**src/rtl/johnson_seq_ctrl.sv**
```systemverilog
// Gated Johnson-counter sequencer: runs a requested number of steps in either direction with start/busy/done, hold and abort.
// Optional preload of a legal Johnson code while idle is enabled by defining JSEQ_PRELOAD_EN.
module johnson_seq_ctrl #(
    parameter int WIDTH = 4,
    parameter int CNT_W = 8
) (
    input  logic               clk,
    input  logic               clr,
    input  logic               start,
    input  logic [CNT_W-1:0]   steps,
    input  logic               dir,
    input  logic               hold,
    input  logic               abort,
`ifdef JSEQ_PRELOAD_EN
    input  logic               load,
    input  logic [WIDTH-1:0]   load_val,
`endif
    output logic [WIDTH-1:0]   Q,
    output logic [2*WIDTH-1:0] phase,
    output logic               busy,
    output logic               done,
    output logic               err
);
    localparam int KW = $clog2(2*WIDTH) + 1;

    typedef enum logic [1:0] {IDLE, RUN, PAUSE, DONE} state_t;

    state_t             state_q, state_d;
    logic [WIDTH-1:0]   q_q, q_d;
    logic [CNT_W-1:0]   rem_q, rem_d;
    logic               dir_q, dir_d;
    logic               err_q, err_d;
    logic               busy_q, done_q;
    logic [WIDTH-1:0]   q_fwd, q_rev;
    logic [KW-1:0]      pop, k;

    assign q_fwd = {q_q[WIDTH-2:0], ~q_q[WIDTH-1]};
    assign q_rev = {~q_q[0], q_q[WIDTH-1:1]};

`ifdef JSEQ_PRELOAD_EN
    // Legal codes are a run of ones hugging bit 0 or hugging the MSB (covers all-zeros and all-ones).
    logic [WIDTH-1:0] inv_val;
    logic             load_legal;
    assign inv_val    = ~load_val;
    assign load_legal = ((load_val & (load_val + WIDTH'(1))) == '0) ||
                        ((inv_val  & (inv_val  + WIDTH'(1))) == '0);
`endif

    always_comb begin
        state_d = state_q;
        q_d     = q_q;
        rem_d   = rem_q;
        dir_d   = dir_q;
        err_d   = err_q;
        case (state_q)
            IDLE: begin
                if (start) begin
                    err_d = 1'b0;
                    if (steps != '0) begin
                        rem_d   = steps;
                        dir_d   = dir;
                        state_d = RUN;
                    end else begin
                        state_d = DONE;
                    end
                end
`ifdef JSEQ_PRELOAD_EN
                else if (load) begin
                    q_d   = load_legal ? load_val : '0;
                    err_d = ~load_legal;
                end
`endif
            end
            RUN: begin
                if (abort) begin
                    state_d = DONE;
                end else if (hold) begin
                    state_d = PAUSE;
                end else begin
                    q_d   = dir_q ? q_rev : q_fwd;
                    rem_d = rem_q - CNT_W'(1);
                    if (rem_q == CNT_W'(1)) state_d = DONE;
                end
            end
            PAUSE: begin
                if (abort)      state_d = DONE;
                else if (!hold) state_d = RUN;
            end
            default: state_d = IDLE;
        endcase
    end

    always_ff @(posedge clk) begin
        if (clr) begin
            state_q <= IDLE;
            q_q     <= '0;
            rem_q   <= '0;
            dir_q   <= 1'b0;
            err_q   <= 1'b0;
            busy_q  <= 1'b0;
            done_q  <= 1'b0;
        end else begin
            state_q <= state_d;
            q_q     <= q_d;
            rem_q   <= rem_d;
            dir_q   <= dir_d;
            err_q   <= err_d;
            busy_q  <= (state_d == RUN) || (state_d == PAUSE);
            done_q  <= (state_d == DONE);
        end
    end

    // Phase index: ones count while filling, 2*WIDTH minus ones count while draining.
    always_comb begin
        pop = '0;
        for (int i = 0; i < WIDTH; i++) pop = pop + KW'(q_q[i]);
        k = q_q[WIDTH-1] ? (KW'(2*WIDTH) - pop) : pop;
    end

    assign phase = (2*WIDTH)'(1) << k;
    assign Q     = q_q;
    assign busy  = busy_q;
    assign done  = done_q;
`ifdef JSEQ_PRELOAD_EN
    assign err   = err_q;
`else
    assign err   = 1'b0;
`endif

endmodule

```
**config.mk**
```make
export PLATFORM = sky130hd
export DESIGN_NAME = johnson_seq_ctrl
export DESIGN_NICKNAME = d
export VERILOG_FILES = /design/src/rtl/johnson_seq_ctrl.sv
export SDC_FILE = /design/constraint.sdc
export NUM_CORES = 1
export LEC_CHECK = 0
export CORE_UTILIZATION = 49
export DETAILED_ROUTE_END_ITERATION = 10
export PLACE_DENSITY = 0.79
export SLEW_MARGIN = 10
export SYNTH_ARGS = -nofsm -noshare
export SYNTH_HDL_FRONTEND = slang
export SYNTH_SLANG_ARGS = --single-unit
```
**constraint.sdc**
```tcl
create_clock -name clk -period 4.04 [get_ports clk]
set_input_delay 1.01 -clock clk [delete_from_list [all_inputs] [get_ports clk]]
set_output_delay 1.01 -clock clk [all_outputs]
set_load 0.01 [all_outputs]
```
==> metrics <==
status=complete, no violations; P per Cell Area=309.5 nW/µm²; I/O Pins=29; die height=51.44 µm; total placed cells including tap cells=204; first-pass GRT wire length=4885 µm; skew final=8.168 ps; total number of vias=1,230; Layout Cells excl Fill=208; Max Cap Viol=0; total congestion overflow=0; WP data required=3030 ps; CP Class=reg2out; post-cts sizing count=5; CTS Sinks=17; hpwl dp=2108 µm; fmax=261.7 MHz; # setup viols final=0; Worst-Skew Late Latency=300 ps; TritonCTS buffer count=3; area added between synthesis and finish=26.33%; CTS tree=built; crit share post-route=94.58%; PortBufs=27; Max Slew Vio Count=0; Arr. time, crit path=2810 ps; Final ANT Viol Nets=0; CTS Hold Bufs=0; gr busiest metal=met2; vias in the first global route=1,142; Final WS setup=219.0 ps; Root Driver=clkbuf_4; first-pass iteration count of the detailed router=5; Startpoint Class=flip-flop; share of post-route cells with drive strength above 1=6.111%; drt initial violations=48; Worst VDD drop=0.3099 mV; initial antenna violation count=0; post-synth top area share=28.42%; drt drc=0; Mapped Area=1197 µm²; crit path time final=3821 ps; flop and latch count out of synthesis=17; final WL=2861 µm; post-layout util=67.09%; layout net count=203; core area=2255 µm²; fillcell total=215; total of warnings raised by yosys=0; top cells by area, synth=dfxtp_1, ha_1, a21oi_1; Hold Worst Slack=477.5 ps; met2 Use GR=43.07%; GPL Wtd Cong=0.9300; largest net degree at the start of global routing=24; total power draw=0.4682 mW; final instance area=1513 µm²; starting density of the core=53.11%; wire per inst=13.75 µm; row count=17; full die area=2646 µm²; Place WS=235.1 ps; RSZ-0062 raised after global routing=no; placed cell area=1456 µm²; M1 GR Usage=29.29%; GRT Overall Usage=24.33%; Horiz. Die Dim=51.44 µm; Final Hold Fails=0; Reg clk slew, reported paths=100 ps; Longest Clk Path Bufs=2; Hold/Removal Path Class=reg2reg; crit end category=primary output; # Post-CTS Setup Buffers=0; antenna cells=0; Slew headroom=51.58%; Worst-Margin Slew=724.1 ps; setup TNS=0 ps; area leader, netlist=dfxtp_1; cell count after synthesis=157; Mapped Nets=179; Via density=5.913; Leakage=0.6487 nW; synth unique cells=38; CP Max Fanout=4; # H-tree levels=1; GR Layer Usage met3=4.167%; register area share after synthesis=28.42%; Synth Area per Inst=7.627 µm²
-- Yosys cell counts --
cell,number
clkbuf_1,5
nor3_1,4
nor2_1,18
a221o_1,1
dfxtp_1,17
a211oi_1,5
a31oi_1,3
and4b_1,1
fa_1,1
conb_1,1
o32ai_1,5
o21a_1,1
nand2b_1,10
nand2_1,13
nor3_4,1
and3_1,1
inv_1,12
mux2i_1,3
buf_2,1
xnor2_1,1
a21oi_1,14
o21ai_0,5
nand3_1,4
and2b_1,2
o22ai_1,2
a22oi_1,2
buf_6,2
a21o_1,1
nor2b_1,4
xor2_1,1
or3_1,1
buf_4,1
a221oi_1,1
o221ai_1,1
ha_1,7
nor4_1,3
a311oi_1,1
a211o_1,1
-- per-layer routing --
layer / share of wire (%) / routed length, µm
met4: 1.8 / 52
met5: 0 / 0
met2: 49 / 1391
met1: 44 / 1259
met3: 5.5 / 157
-- cells in the final DEF (no fill, tap or decap), types with 2 or more instances in the layout --
master / Yosys / routed
dfxtp_2: 0 / 2
a211oi_1: 5 / 5
nor2_1: 18 / 18
inv_1: 12 / 12
o22ai_1: 2 / 2
nand2b_1: 10 / 9
a31oi_1: 3 / 3
dfxtp_1: 17 / 15
mux2i_1: 3 / 3
nor4_1: 3 / 3
dlymetal6s2s_1: 0 / 5
ha_1: 7 / 7
clkbuf_4: 0 / 3
o21ai_0: 5 / 5
and2b_1: 2 / 2
nand3_1: 4 / 4
nor3_1: 4 / 4
nand2_1: 13 / 13
a21oi_1: 14 / 14
clkdlybuf4s50_1: 0 / 19
dlygate4sd2_1: 0 / 3
o32ai_1: 5 / 5
a22oi_1: 2 / 2
nor2b_1: 4 / 4
-- flip-flops by register name, indices dropped and copies added (netlist names) --
signal,count
state_q,2
Q,4
dir_q,1
rem_q,8
done,1
busy,1
-- where the power goes --
part	internal, mW	switching (mW)	total, mW
sequential	0.186	0.0167	0.203
clock	0.0369	0.0552	0.0921
combinational	0.0790	0.0944	0.173
total	0.302	0.166	0.468
-- final timing paths --
check	from	end	slack, ps	cells after the start
hold / removal	Q[0]	Q[0]	480	2
setup reg to reg	state_q[1]	rem_q[0]	2040	4
hold reg to reg	Q[0]	Q[0]	480	2
setup / recovery	Q[0]	phase[4]	220	12
-- final cells by class --
cell class	count	area, µm²	share of cell area [%]
multi-input combinational	119	775.7	51.28
sequential	17	342.8	22.66
timing repair buffer	28	286.5	18.94
inverter	12	45.04	2.978
tap	28	35.03	2.316
clock buffer	3	22.52	1.489
clock inverter	1	5.005	0.3309
-- critical path: stages, from the launching register on --
cell and delay, ps:
dfxtp_2 360, inv_1 70, fa_1 470, inv_1 60
ha_1 150, inv_1 50, ha_1 300, inv_1 50
ha_1 180, nand2b_2 220, xor2_2 220, nor2_1 90
dlygate4sd2_1 290
-- cell families (layout without fill, tap and decap cells) --
group / Yosys count / after routing / share of synthesized area, %
buffers and inverters: 21 / 44 / 8.255
AND/OR/NAND/NOR: 62 / 62 / 26.44
multiplexers: 3 / 3 / 2.508
XOR/XNOR: 2 / 2 / 1.463
AO/OA/AOI/OAI: 43 / 43 / 23.62
other: 1 / 1 / 0.3132
flip-flops: 17 / 17 / 28.42
adder cells (fa/ha/maj): 8 / 8 / 8.986
Note: power is estimated with default switching activity, not from simulation.
